### config.mk
export PLATFORM = sky130hd
export DESIGN_NAME = pc_sequencer_flat
export DESIGN_NICKNAME = d
export VERILOG_FILES = /design/src/rtl/pc_seq_pkg.sv /design/src/rtl/pc_sequencer_if.sv /design/src/rtl/pc_sequencer.sv /design/src/flat_wrapper.sv
export SDC_FILE = /design/constraint.sdc
export NUM_CORES = 1
export LEC_CHECK = 0
export BUFFER_PORTS_ARGS = -buffer_cell sky130_fd_sc_hd__buf_2
export CELL_PAD_IN_SITES_DETAIL_PLACEMENT = 2
export CELL_PAD_IN_SITES_GLOBAL_PLACEMENT = 2
export CORE_ASPECT_RATIO = 1.1
export CORE_MARGIN = 2
export CORE_UTILIZATION = 37
export CTS_CLUSTER_DIAMETER = 80
export DETAILED_ROUTE_END_ITERATION = 10
export HOLD_SLACK_MARGIN = 0.12
export PLACE_DENSITY = 0.89
export SLEW_MARGIN = 20
export SYNTH_ARGS = -nofsm -noshare
export SYNTH_HDL_FRONTEND = slang
export SYNTH_SLANG_ARGS = --single-unit
export TNS_END_PERCENT = 10
### constraint.sdc
create_clock -name clk -period 4.7 [get_ports clk]
set_input_delay 0.705 -clock clk [delete_from_list [all_inputs] [get_ports clk]]
set_output_delay 0.705 -clock clk [all_outputs]
set_load 0.005 [all_outputs]
### src/rtl/pc_seq_pkg.sv
// pc_seq_pkg: shared state encoding and reset-PC default for pc_sequencer.
// Defining PC_SEQ_HALT_EN adds the HALT state.
package pc_seq_pkg;

`ifdef PC_SEQ_HALT_EN
    typedef enum logic [1:0] {S_IDLE, S_FETCH, S_ISSUE, S_HALT} pc_seq_state_t;
`else
    typedef enum logic [1:0] {S_IDLE, S_FETCH, S_ISSUE} pc_seq_state_t;
`endif

    localparam logic [15:0] PC_SEQ_RESET_PC = 16'h0000;

endpackage

### src/rtl/pc_sequencer_if.sv
// pc_sequencer_if: instruction-memory req/ack, decoder valid/ready and branch redirect bundle.
interface pc_sequencer_if #(
    parameter int ADDR_W = 16
);

    logic              imem_req;
    logic [ADDR_W-1:0] imem_addr;
    logic              imem_ack;
    logic [15:0]       imem_rdata;
    logic              instr_valid;
    logic [15:0]       instr;
    logic [ADDR_W-1:0] instr_pc;
    logic              instr_ready;
    logic              branch_enable;
    logic [ADDR_W-1:0] branch_addr;
    logic              halted;

    modport master (
        output imem_req, imem_addr, instr_valid, instr, instr_pc, halted,
        input  imem_ack, imem_rdata, instr_ready, branch_enable, branch_addr
    );

    modport slave (
        input  imem_req, imem_addr, instr_valid, instr, instr_pc, halted,
        output imem_ack, imem_rdata, instr_ready, branch_enable, branch_addr
    );

endinterface

### src/rtl/pc_sequencer.sv
// pc_sequencer: owns the PC, fetches over req/ack, issues over valid/ready, redirects on branch.
// Defining PC_SEQ_HALT_EN adds the halt input and HALT state; otherwise halted is tied low.
module pc_sequencer
    import pc_seq_pkg::*;
#(
    parameter int                ADDR_W   = 16,
    parameter logic [ADDR_W-1:0] RESET_PC = ADDR_W'(PC_SEQ_RESET_PC)
) (
    input logic            clk,
    input logic            reset,
`ifdef PC_SEQ_HALT_EN
    input logic            halt,
`endif
    pc_sequencer_if.master bus
);

    pc_seq_state_t     r_state, w_state_nx;
    logic [ADDR_W-1:0] r_pc, w_pc_nx;
    logic [ADDR_W-1:0] r_redirect, w_redirect_nx;
    logic [ADDR_W-1:0] r_instr_pc;
    logic [15:0]       r_instr;
    logic              r_kill, w_kill_nx;
    logic              r_req, r_valid;
    logic              w_load;

    always_comb begin
        w_state_nx    = r_state;
        w_pc_nx       = r_pc;
        w_kill_nx     = r_kill;
        w_redirect_nx = r_redirect;
        w_load        = 1'b0;
        case (r_state)
            S_IDLE: w_state_nx = S_FETCH;
            S_FETCH: begin
                // An ack that coincides with a branch, or that answers a killed request, is wrong-path.
                if (bus.imem_ack) begin
                    w_kill_nx  = 1'b0;
                    w_load     = !bus.branch_enable && !r_kill;
                    w_pc_nx    = bus.branch_enable ? bus.branch_addr :
                                 r_kill            ? r_redirect      : r_pc + ADDR_W'(1);
                    w_state_nx = w_load ? S_ISSUE : S_FETCH;
                end else if (bus.branch_enable) begin
                    w_kill_nx     = 1'b1;
                    w_redirect_nx = bus.branch_addr;
                end
            end
            S_ISSUE: begin
                w_pc_nx    = bus.branch_enable ? bus.branch_addr : r_pc;
                w_state_nx = (bus.branch_enable || bus.instr_ready) ? S_FETCH : S_ISSUE;
            end
`ifdef PC_SEQ_HALT_EN
            S_HALT: begin
                w_pc_nx    = bus.branch_enable ? bus.branch_addr : r_pc;
                w_state_nx = halt ? S_HALT : S_FETCH;
            end
`endif
            default: w_state_nx = S_IDLE;
        endcase
`ifdef PC_SEQ_HALT_EN
        // Halt waits for any outstanding ack; a loaded word is still issued first.
        if (halt && w_state_nx == S_FETCH && (r_state == S_IDLE || r_state == S_ISSUE || bus.imem_ack))
            w_state_nx = S_HALT;
`endif
    end

    always_ff @(posedge clk or posedge reset) begin
        if (reset) begin
            r_state    <= S_IDLE;
            r_pc       <= RESET_PC;
            r_redirect <= RESET_PC;
            r_kill     <= 1'b0;
            r_req      <= 1'b0;
            r_valid    <= 1'b0;
            r_instr    <= '0;
            r_instr_pc <= '0;
        end else begin
            r_state    <= w_state_nx;
            r_pc       <= w_pc_nx;
            r_redirect <= w_redirect_nx;
            r_kill     <= w_kill_nx;
            r_req      <= w_state_nx == S_FETCH;
            r_valid    <= w_state_nx == S_ISSUE;
            if (w_load) begin
                r_instr    <= bus.imem_rdata;
                r_instr_pc <= r_pc;
            end
        end
    end

`ifdef PC_SEQ_HALT_EN
    logic r_halted;

    always_ff @(posedge clk or posedge reset) begin
        if (reset)
            r_halted <= 1'b0;
        else
            r_halted <= w_state_nx == S_HALT;
    end

    assign bus.halted = r_halted;
`else
    assign bus.halted = 1'b0;
`endif

    assign bus.imem_req    = r_req;
    assign bus.imem_addr   = r_pc;
    assign bus.instr_valid = r_valid;
    assign bus.instr       = r_instr;
    assign bus.instr_pc    = r_instr_pc;

endmodule

### src/flat_wrapper.sv
// flat-port wrapper written by rule: the top's interface ports become plain ports
module pc_sequencer_flat import pc_seq_pkg::*;
#(
    parameter int                ADDR_W   = 16,
    parameter logic [ADDR_W-1:0] RESET_PC = ADDR_W'(PC_SEQ_RESET_PC)
)
  (clk, reset, bus_imem_req, bus_imem_addr, bus_instr_valid, bus_instr, bus_instr_pc, bus_halted, bus_imem_ack, bus_imem_rdata, bus_instr_ready, bus_branch_enable, bus_branch_addr);
  pc_sequencer_if #(.ADDR_W(ADDR_W)) bus_i ();
  input logic clk;
  input logic reset;
  output wire logic [$bits(bus_i.imem_req)-1:0] bus_imem_req;
  output wire logic [$bits(bus_i.imem_addr)-1:0] bus_imem_addr;
  output wire logic [$bits(bus_i.instr_valid)-1:0] bus_instr_valid;
  output wire logic [$bits(bus_i.instr)-1:0] bus_instr;
  output wire logic [$bits(bus_i.instr_pc)-1:0] bus_instr_pc;
  output wire logic [$bits(bus_i.halted)-1:0] bus_halted;
  input wire logic [$bits(bus_i.imem_ack)-1:0] bus_imem_ack;
  input wire logic [$bits(bus_i.imem_rdata)-1:0] bus_imem_rdata;
  input wire logic [$bits(bus_i.instr_ready)-1:0] bus_instr_ready;
  input wire logic [$bits(bus_i.branch_enable)-1:0] bus_branch_enable;
  input wire logic [$bits(bus_i.branch_addr)-1:0] bus_branch_addr;
  assign bus_imem_req = bus_i.imem_req;
  assign bus_imem_addr = bus_i.imem_addr;
  assign bus_instr_valid = bus_i.instr_valid;
  assign bus_instr = bus_i.instr;
  assign bus_instr_pc = bus_i.instr_pc;
  assign bus_halted = bus_i.halted;
  assign bus_i.imem_ack = bus_imem_ack;
  assign bus_i.imem_rdata = bus_imem_rdata;
  assign bus_i.instr_ready = bus_instr_ready;
  assign bus_i.branch_enable = bus_branch_enable;
  assign bus_i.branch_addr = bus_branch_addr;
  pc_sequencer #(.ADDR_W(ADDR_W), .RESET_PC(RESET_PC)) u_core (.clk(clk), .reset(reset), .bus(bus_i));
endmodule
==> summary.txt, run 1 <==
Die
  – Die Ht: 104.3 um
  – Core Area: 8874 um2
  – FP Rows: 36
  – Die footprint: 9922 um2
  – Initial Utilization: 0.3811
  – Die width: 95.16 um
  – Top Ports: 88

Setup path
  – Critical Path RT: 4950 ps
  – Crit. Startpoint: u_core.r_state[0]
  – Crit Path Category: flop to flop
  – Crit path arrival time: 2650 ps
  – Worst setup SP type: flop
  – R2R Path Start: u_core.r_state[0]
  – Endpoint type of the worst setup path: flop
  – Crit-path max FO: 13

STA
  – Clock Skew: 10.52 ps
  – Fin crit share: 0.5096
  – Slew Limit Fails: 0
  – Final setup TNS: 0 ps
  – Final setup fails: 0
  – Final Hold Fails: 0
  – Relative slew slack: 0.2646
  – Maximum clock rate: 0.4176 GHz
  – RSZ-0062 raised after global routing: false
  – Worst Max-Slew Pin Slew: 1103 ps
  – Final min period: 2395 ps

Finish
  – Commonest non-fill, non-tap cell in the layout: buf_2
  – Share of cells above drive strength 1: 0.3668
  – # diodes: 0
  – Post-route cell area: 4041 um2
  – Most frequent cells in the layout: buf_2 (86), dfrtp_1 (69), mux2_4 (28)
  – Area grow syn2layout: 19.50%
  – Nets: 402

Global routing
  – Total Routing Usage GR: 0.2174
  – Vias in the first global route: 2,960
  – Met2 Usage GRT: 0.3747
  – GR peak layer: met2
  – GR Util met1: 0.2694
  – GRT overflow: 0
  – Grt met3 use: 0.02681
  – Initial antenna violation count: 0
  – Pin count of the biggest net entering global routing: 39
  – First-pass GRT wire length: 16,410 um

Detailed routing
  – Drt wl/cell: 21.13 um
  – Final WL: 10,190 um
  – Post-route antenna net violation count: 0
  – DR vias/cell: 5.425
  – Drt drc: 0
  – First DRT Iteration DRCs: 130
  – Vias after detailed routing: 2,615
  – DR pass1 iterations: 5

CTS
  – Post-CTS Setup Inserts: 0
  – CTS Hold Bufs: 0
  – Post-CTS sizing: 0
  – Register clock-pin slew on the reported worst setup and hold paths: 70 ps
  – Total CTS buffers: 9
  – CTS tree: built
  – Clock Latency Late Sink: 350 ps
  – H-tree depth: 3
  – CTS max path bufs: 2
  – Clk sinks: 69
  – CTS root buffer: clkbuf_8

Flow run
  – Max-cap viol count: 0

Yosys
  – Cell variety after synth: 48
  – Synth warn: 0
  – #FFs+latches synth: 69
  – Main flop type after synthesis: dfrtp_1
  – Avg Cell Area, Syn: 11.95 um2
  – Register area share after synthesis: 0.5105
  – Mapped Cells: 283
  – Number of synthesized flops with an enable pin: 0
  – Cell Area, Synth: 3382 um2
  – Async S/R FF share, synth: 1.000
  – Synth Net Count: 321

Power
  – Leak pwr: 1.947 nW
  – Power, Total: 2.548 mW
  – Peak VDD IR: 0.1596 mV
  – PwrDens: 630.4 nW/um2

Outcome
  – Status: finished, final reports clean

Place
  – Placed Area: 3864 um2
  – Final Wtd Congestion: 0.8101
  – Port bufs: 86
  – Placed wire-length estimate: 6866 um

Min path
  – Hold crit path type: primary input to async pin
[worst max-delay path, cell delays in order, from the launching register on]
cell,delay [ps]
dfrtp_1,560
and2b_1,250
nor2_1,720
o21ai_0,270
a31o_1,300
a311oi_1,210
[layer usage]
metal	up-vias	routed length (um)
met1	1353	4162
met5	-	0
li1	1183	-
met4	0	225
met3	18	316
met2	61	5481
[Yosys cell counts (2+ instances only)]
cell type,count,area [um2]
xnor2_1,5,43.79
nand3_1,6,30.03
inv_1,2,7.510
o21a_1,2,15.01
buf_2,8,40.04
mux2i_1,4,40.04
clkbuf_1,2,7.510
buf_6,4,45.04
o21ai_1,5,25.02
xor2_1,4,35.03
buf_4,4,30.03
dfrtp_1,69,1727
o41ai_1,3,26.28
a31oi_1,5,31.28
and3_1,7,43.79
o211ai_1,2,15.01
mux2_4,28,420.4
a21o_1,3,22.52
nor3_1,2,10.01
and4_1,3,26.28
and2_1,2,12.51
nand4_1,4,25.02
nand2_1,18,67.56
mux2_1,20,225.2
nand3b_1,2,15.01
a21oi_1,22,110.1
nor2_1,16,60.06
o22ai_1,2,12.51
o21ai_0,8,40.04
or3_1,3,18.77
[layout make-up]
type	count	area, um2
repair buffers	88	445.4
multi-input cells	193	1538
clock buffers	14	172.7
clock inverters	1	5.005
fillers	948	4832
inverters	3	11.26
well taps	114	142.6
flip-flops and latches	69	1727
[cells by family after synthesis]
| kind of cell | after synthesis | share of synthesized area |
|---|---|---|
| adder cells (fa/ha/maj) | 1 | 0.003699 |
| other | 1 | 0.001109 |
| AND/OR/NAND/NOR | 70 | 0.1103 |
| XOR/XNOR | 9 | 0.02331 |
| AO/OA/AOI/OAI | 60 | 0.1088 |
| buffers and inverters | 21 | 0.03959 |
| flip-flops | 69 | 0.5105 |
| multiplexers | 52 | 0.2027 |
[state kept, by name, indices dropped and copies added (netlist names)]
signal,count
u_core.r_redirect,16
u_core.r_kill,1
u_core.bus.instr_valid,1
u_core.bus.instr,16
u_core.bus.imem_req,1
u_core.r_state,2
u_core.bus.imem_addr,16
u_core.bus.instr_pc,16
[stage by stage]
step / util / setup slack [ps] / hold WS, ps / instances
2_1_floorplan: - / 2255 / 451.5 / 283
3_3_place_gp: 0.4354 / 2222 / 461.9 / 467
3_5_place_dp: 0.4354 / 2152 / 478.3 / 467
4_1_cts: 0.4554 / 2274 / 480.3 / 482
5_1_grt: 0.4554 / 2168 / 506.4 / 482
6_report: 0.4554 / 2305 / 458.7 / 482
[final timing paths]
kind,slack (ps),endpoint,cells past startpoint
min in group clk,490,u_core.r_redirect[15],1
setup reg to reg,2310,u_core.bus.imem_addr[12],5
max in group asynchronous,3270,u_core.bus.instr[10],3
hold reg to reg,490,u_core.r_redirect[15],1
setup / recovery,2310,u_core.bus.imem_addr[12],5
hold / removal,460,u_core.r_redirect[8],2
[power breakdown]
group          internal (mW)  total [mW]  switching, mW
Combinational          0.523       0.959          0.435
Clock                  0.232       0.455          0.223
Sequential             0.863        1.13          0.271
Total                   1.62        2.55          0.930
Note: power is estimated with default switching activity, not from simulation.
==> inputs of run 2 (changes only) <==
ABC_AREA = 1   (was default)
CORE_UTILIZATION = 28   (was 37)
PLACE_DENSITY = 0.78   (was 0.89)
clock period = 2.04 ns   (was 4.7 ns; I/O delays follow)
==> run 2 against run 1 <==
Net effect:
- clock power rose to 3.5 times the previous value
- synthesized cell count is 32% higher
- worst setup slack lost 2000 ps
- non-clock buffer count rose by 6
==> summary.txt, run 2 <==
STA
  – Maximum clock rate: 0.5625 GHz (+35%)
  – Final min period: 1778 ps (-617.2 ps)
  – Worst Max-Slew Pin Slew: 539.0 ps (-564.1 ps)
  – Final Hold Fails: 0 (unchanged)
  – Fin crit share: 0.8714 (+0.3619)
  – Final setup TNS: 0 ps (unchanged)
  – Clock Skew: 6.788 ps (-3.728 ps)
  – Slew Limit Fails: 0 (unchanged)
  – Final setup fails: 0 (unchanged)
  – RSZ-0062 raised after global routing: false
  – Relative slew slack: 0.6407 (+0.3761)

Finish
  – Commonest non-fill, non-tap cell in the layout: buf_2
  – Area grow syn2layout: 26.17%
  – Final cell count without fillers: 621 (+29%)
  – Share of cells above drive strength 1: 0.3019 (-0.06492)
  – Most frequent cells in the layout: buf_2 (86), dfrtp_1 (69), nand2_1 (53)
  – # diodes: 0 (unchanged)
  – # fillers: 1,359 (+43%)
  – Sequential cell area: 1727 um2 (unchanged)
  – Area of the multi-input gates: 1399 um2 (-9.0%)
  – Nets: 500 (+24%)
  – Util after Layout: 0.3600 (-0.09548)

Die
  – FP Rows: 42 (+17%)
  – Top Ports: 88 (unchanged)
  – Die footprint: 13,110 um2 (+32%)
  – Die Ht: 119.9 um (+15%)
  – Core Area: 11,980 um2 (+35%)
  – Initial Utilization: 0.2853 (-0.09584)
  – Die width: 109.4 um (+15%)

Detailed routing
  – Drt drc: 0 (unchanged)
  – DR pass1 iterations: 5 (unchanged)
  – DR vias/cell: 4.655 (-14%)
  – Drt wl/cell: 17.57 um (-17%)
  – Final WL: 10,910 um (+7.1%)
  – Post-route antenna net violation count: 0 (unchanged)
  – Vias after detailed routing: 2,891 (+11%)
  – First DRT Iteration DRCs: 142 (+9.2%)

Yosys
  – Area fraction of the dominant cell type after synthesis: 0.5051 (-0.005419)
  – #FFs+latches synth: 69 (unchanged)
  – Number of synthesized flops with an enable pin: 0 (unchanged)
  – Async S/R FF share, synth: 1.000 (unchanged)
  – Synth warn: 0 (unchanged)
  – Register area share after synthesis: 0.5051 (-0.005419)
  – Synth Net Count: 411 (+28%)
  – Top-count cell post-synth: dfrtp_1
  – Avg Cell Area, Syn: 9.164 um2 (-23%)
  – Main flop type after synthesis: dfrtp_1
  – Most frequent cells after synthesis: dfrtp_1 (69), nand2_1 (54), nor2_1 (51), inv_1 (42), o21ai_0 (37)
  – Cell variety after synth: 30 (-38%)
  – Cell Area, Synth: 3418 um2 (+1.1%)
  – Top cells by area, synth: dfrtp_1 (51%), mux2_4 (7.9%), nand2_1 (5.9%)
  – Cell taking the most area after synthesis: dfrtp_1
  – Mapped Cells: 373 (+32%)

CTS
  – CTS max path bufs: 2 (unchanged)
  – Total CTS buffers: 9 (unchanged)
  – Clk sinks: 69 (unchanged)
  – Clock Latency Late Sink: 340 ps (about the same)
  – H-tree depth: 3 (unchanged)
  – Register clock-pin slew on the reported worst setup and hold paths: 60 ps (about the same)
  – Post-CTS sizing: 0 (unchanged)
  – CTS tree: built
  – CTS Hold Bufs: 1 (+1)
  – Post-CTS Setup Inserts: 0 (unchanged)
  – CTS root buffer: clkbuf_16

Place
  – Cell total after placement: 604 (+29%)
  – Final Wtd Congestion: 0.7788 (-3.9%)
  – Port bufs: 86 (unchanged)
  – Placed wire-length estimate: 7622 um (+11%)

Min path
  – Hold crit path type: primary input to flop
  – Hold path start: bus_imem_rdata[5]
  – Hold Path Sink: u_core.bus.instr[5]
  – WHS Path Cells: 2

Setup path
  – Critical Path Max Stage Delay: 430 ps (-290 ps)
  – Worst path slowest cell: dfrtp_1
  – Crit-path max FO: 5 (-8)
  – Worst setup SP type: flop
  – Critical Path RT: 2260 ps (-2690 ps)
  – Reg-to-Reg End: u_core.bus.imem_addr[10]
  – Critical path cell sequence: ha_1, nand2_1, nor2_1, nand2_1, o21ai_1, nand3_1, a21oi_1, nor2_1
  – Crit path arrival time: 2000 ps (-650 ps)
  – R2R Path Start: u_core.bus.imem_addr[0]
  – Endpoint type of the worst setup path: flop
  – R2R Setup Slk: 260 ps (-2040 ps)
  – Crit Path Category: flop to flop
  – Worst R2R Path Depth: 8 (+3)

Global routing
  – GRT overflow: 0 (unchanged)
  – GR peak layer: met2
  – Grt met3 use: 0.03748 (+0.01067)
  – Vias in the first global route: 3,187 (+7.7%)
  – Met2 Usage GRT: 0.2971 (-0.07768)
  – Pin count of the biggest net entering global routing: 70 (+79%)
  – Total Routing Usage GR: 0.1718 (-0.04562)
  – GR Util met1: 0.2121 (-0.05731)
  – First-pass GRT wire length: 17,310 um (+5.5%)
  – Initial antenna violation count: 0 (unchanged)

Power
  – Power, Total: 6.307 mW (+150%)
  – Leak pwr: 2.225 nW (+14%)
  – Peak VDD IR: 0.4551 mV (+190%)
  – PwrDens: 1462 nW/um2 (+130%)

Flow run
  – Max-cap viol count: 0 (unchanged)

Outcome
  – Status: finished, final reports clean
==> run 2: changes by cell type after synthesis, sizes merged, moves of 4 or more <==
cell   before  now
nor2       17   52
and3        7    0
a31oi       5    0
inv         3   46
mux2i       4    0
mux2       48   23
nand3       6   14
xnor2       5    0
a21oi      22   15
nand2      18   57
o21ai      13   57
==> run 2: per-stage QoR <==
| step | hold WS (ps) | worst slack, ps | cell area, um2 |
|---|---|---|---|
| 5_1_grt | 185.5 | 114.4 | 4313 |
| 2_1_floorplan | 437.7 | 651.5 | 3422 |
| 4_1_cts | 189.7 | 260.0 | 4313 |
| 6_report | 200.2 | 262.3 | 4313 |
| 3_5_place_dp | 445.5 | 330.9 | 4003 |
| 3_3_place_gp | 437.0 | 461.1 | 4003 |
==> run 2: cells by family after synthesis <==
| logic type | synth area share |
|---|---|
| adder cells (fa/ha/maj) | 0.003660 |
| flip-flops | 0.5051 |
| AO/OA/AOI/OAI | 0.1332 |
| other | 0.001097 |
| XOR/XNOR | 0.01537 |
| multiplexers | 0.09553 |
| buffers and inverters | 0.08638 |
| AND/OR/NAND/NOR | 0.1596 |
==> run 2: final cells by class <==
| class | count | share of cell area |
|---|---|---|
| Sequential cell | 69 | 0.4003 |
| Multi-Input combinational cell | 242 | 0.3243 |
| Timing Repair Buffer | 94 | 0.1201 |
| Clock buffer | 9 | 0.05222 |
| Tap cell | 154 | 0.04468 |
| Inverter | 46 | 0.04091 |
| Clock inverter | 7 | 0.01741 |
==> run 2: routing by layer <==
| layer | vias up | share of wire | routed length, um |
|---|---|---|---|
| met5 | - | 0 | 0 |
| met4 | 0 | 0.012 | 132 |
| met3 | 12 | 0.036 | 398 |
| met2 | 55 | 0.51 | 5601 |
| met1 | 1436 | 0.44 | 4778 |
| li1 | 1388 | - | - |
==> run 2: where the power goes <==
part	leakage, nW	total, mW	switching [mW]	internal [mW]
sequential	0.823	2.48	0.529	1.95
clock	0.138	1.60	0.647	0.950
combinational	1.26	2.23	1.21	1.03
total	2.23	6.31	2.38	3.93
==> run 2: worst max-delay path by stage <==
stage / to / start / depth (start not counted) / slack [ps]
after floorplan: u_core.bus.imem_addr[10] / u_core.bus.imem_addr[1] / 8 / 650
after global placement: u_core.bus.instr_pc[6] / u_core.r_kill / 4 / 460
after detailed placement: u_core.bus.imem_addr[10] / u_core.bus.imem_addr[0] / 8 / 330
after CTS: u_core.bus.imem_addr[10] / u_core.bus.imem_addr[0] / 8 / 260
after global routing: u_core.bus.imem_addr[10] / u_core.bus.imem_addr[0] / 8 / 110
final: u_core.bus.imem_addr[10] / u_core.bus.imem_addr[0] / 8 / 260
==> run 2: worst max-delay path: cells and delay by family, from the launching register on <==
| family | cells | cell delay (ps) |
|---|---|---|
| AO/OA/AOI/OAI | 2 | 290 |
| AND/OR/NAND/NOR | 5 | 700 |
| flip-flops | 1 | 430 |
| adder cells (fa/ha/maj) | 1 | 230 |
==> inputs of run 3 (changes only) <==
REMOVE_ABC_BUFFERS = 1   (was default)
==> run 3 against run 2 <==
Net effect:
- sequential share of layout area up 0.23 points
- non-clock buffer count unchanged
- critical path depth unchanged
- worst hold slack better by 5.2 ps
- die area unchanged
- sequential power down 2%
- combinational power down 2%
- register-to-register slack better by 30 ps
- clock power down 8%
- final area down 0.58%
- utilization down 0.21 points
- clock skew down 0.75 ps
==> summary.txt, run 3 (synthesis gave the netlist of run 2 again) <==
Setup path
  – Crit Path Category: flop to flop
  – Endpoint type of the worst setup path: flop
  – Critical Path RT: 2260 ps (about the same)
  – Crit. Startpoint: u_core.bus.imem_addr[0]
  – Critical Path Max Stage Delay: 420 ps (about the same)
  – Crit-path max FO: 5 (unchanged)
  – Critical path cell sequence: ha_1, nand2_1, nor2_1, nand2_1, o21ai_1, nand3_1, a21oi_1, nor2_1
  – Crit path arrival time: 1970 ps (-30 ps)
  – Worst path slowest cell: dfrtp_1
  – Worst setup SP type: flop
  – Worst R2R Path Depth: 8 (unchanged)
  – R2R Path Start: u_core.bus.imem_addr[0]

Die
  – Initial Utilization: 0.2853 (unchanged)
  – Core Area: 11,980 um2 (unchanged)
  – Die width: 109.4 um (unchanged)
  – Die Ht: 119.9 um (unchanged)
  – Die footprint: 13,110 um2 (unchanged)
  – FP Rows: 42 (unchanged)
  – Top Ports: 88 (unchanged)

Global routing
  – Pin count of the biggest net entering global routing: 70 (unchanged)
  – Total Routing Usage GR: 0.1689 (-0.002843)
  – GRT overflow: 0 (unchanged)
  – Vias in the first global route: 3,346 (+5.0%)
  – Initial antenna violation count: 0 (unchanged)
  – First-pass GRT wire length: 17,110 um (-1.2%)

Finish
  – Most frequent cells in the layout: buf_2 (86), dfrtp_1 (69), nand2_1 (53)
  – # fillers: 1,352 (-0.52%)
  – Nets: 500 (unchanged)
  – Commonest non-fill, non-tap cell in the layout: buf_2
  – Area grow syn2layout: 25.44%
  – Post-route cell area: 4288 um2 (-0.58%)
  – Share of cells above drive strength 1: 0.2961 (-0.005790)
  – Final cell count without fillers: 620 (-0.16%)
  – # diodes: 0 (unchanged)

STA
  – Final min period: 1749 ps (-28.63 ps)
  – Slew Limit Fails: 0 (unchanged)
  – PnR worst setup slack: 290.9 ps (+28.64 ps)
  – Final setup fails: 0 (unchanged)
  – Worst Max-Slew Pin Slew: 586.9 ps (+47.97 ps)
  – Worst hold margin: 205.4 ps (+5.169 ps)
  – Final Hold Fails: 0 (unchanged)
  – Relative slew slack: 0.6087 (-0.03198)
  – RSZ-0062 raised after global routing: false
  – Clock Skew: 6.041 ps (-0.7476 ps)
  – Maximum clock rate: 0.5717 GHz (+1.6%)
  – Fin crit share: 0.8574 (-0.01404)

Min path
  – Hold crit path type: primary input to flop
  – Hold path start: bus_imem_rdata[1]
  – WHS Path Cells: 2 (unchanged)

CTS
  – Post-CTS Setup Inserts: 0 (unchanged)
  – Total CTS buffers: 9 (unchanged)
  – H-tree depth: 3 (unchanged)
  – Register clock-pin slew on the reported worst setup and hold paths: 50 ps (about the same)
  – Clock Latency Late Sink: 330 ps (about the same)
  – CTS max path bufs: 2 (unchanged)
  – CTS root buffer: clkbuf_16
  – CTS tree: built
  – Clk sinks: 69 (unchanged)

Power
  – PwrDens: 1422 nW/um2 (-2.7%)
  – Leak pwr: 2.230 nW (+0.21%)
  – Power, Total: 6.098 mW (-3.3%)
  – Peak VDD IR: 0.4961 mV (+9.0%)

Detailed routing
  – DR vias/cell: 4.713 (+1.2%)
  – Drt drc: 0 (unchanged)
  – Drt wl/cell: 16.59 um (-5.6%)
  – Vias after detailed routing: 2,922 (+1.1%)
  – Final WL: 10,280 um (-5.8%)
  – DR pass1 iterations: 4 (-1)
  – Post-route antenna net violation count: 0 (unchanged)
  – First DRT Iteration DRCs: 101 (-29%)

Place
  – Placed Area: 3999 um2 (about the same)
  – Cell total after placement: 604 (unchanged)
  – Final Wtd Congestion: 0.7588 (-2.6%)
  – Port bufs: 86 (unchanged)
  – Pre-CTS WS: 310.9 ps (-20.02 ps)
  – Placed wire-length estimate: 7264 um (-4.7%)

Flow run
  – Max-cap viol count: 0 (unchanged)

Outcome
  – Status: finished, final reports clean
==> run 3: stage by stage <==
stage                     TNS (ps)  utilization
after floorplan              -4063            -
after global placement           0       0.3338
after detailed placement         0       0.3338
after CTS                        0       0.3579
after global routing             0       0.3579
final                            0       0.3579
==> run 3: final cells by class <==
class                      count  area [um2]  share of cell area
sequential                    69        1727              0.4027
multi-input combinational    242        1399              0.3262
timing repair buffer          94       518.0              0.1208
clock buffer                  14       274.0             0.06390
tap                          154       192.7             0.04494
inverter                      46       172.7             0.04027
clock inverter                 1       5.005            0.001167
==> run 3: worst paths after layout <==
kind | endpoint | slack [ps]
worst max-delay path | u_core.bus.imem_addr[10] | 290
worst min-delay path | u_core.bus.instr[1] | 210
worst max register to register | u_core.bus.imem_addr[10] | 290
worst min register to register | u_core.bus.instr_pc[4] | 480
max in group asynchronous | u_core.r_kill | 1130
min in group asynchronous | u_core.bus.instr[14] | 620
==> run 3: critical path: cells and delay by family (launching register included) <==
family / cells / cell delay, ps
adder cells (fa/ha/maj): 1 / 220
AO/OA/AOI/OAI: 2 / 300
flip-flops: 1 / 420
AND/OR/NAND/NOR: 5 / 690
==> run 3: repair_timing <==
| item | in CTS | in global routing |
|---|---|---|
| resized for setup | 0 | 0 |
| hold buffers | 1 | 0 |
| endpoints found under the hold margin | 69 | 0 |
==> run 3: where the power goes <==
group | leakage, nW | switching [mW] | internal, mW | total, mW
Clock | 0.139 | 0.556 | 0.914 | 1.47
Sequential | 0.823 | 0.493 | 1.95 | 2.44
Combinational | 1.27 | 1.16 | 1.03 | 2.19
==> run 3: routing by layer <==
metal | up-vias | part of all wire | GRT usage
met3 | 15 | 0.033 | 0.02118
met2 | 57 | 0.51 | 0.2940
li1 | 1387 | - | -
met4 | 0 | 0.022 | 0.07595
met1 | 1463 | 0.44 | 0.2053
met5 | - | 0 | 0
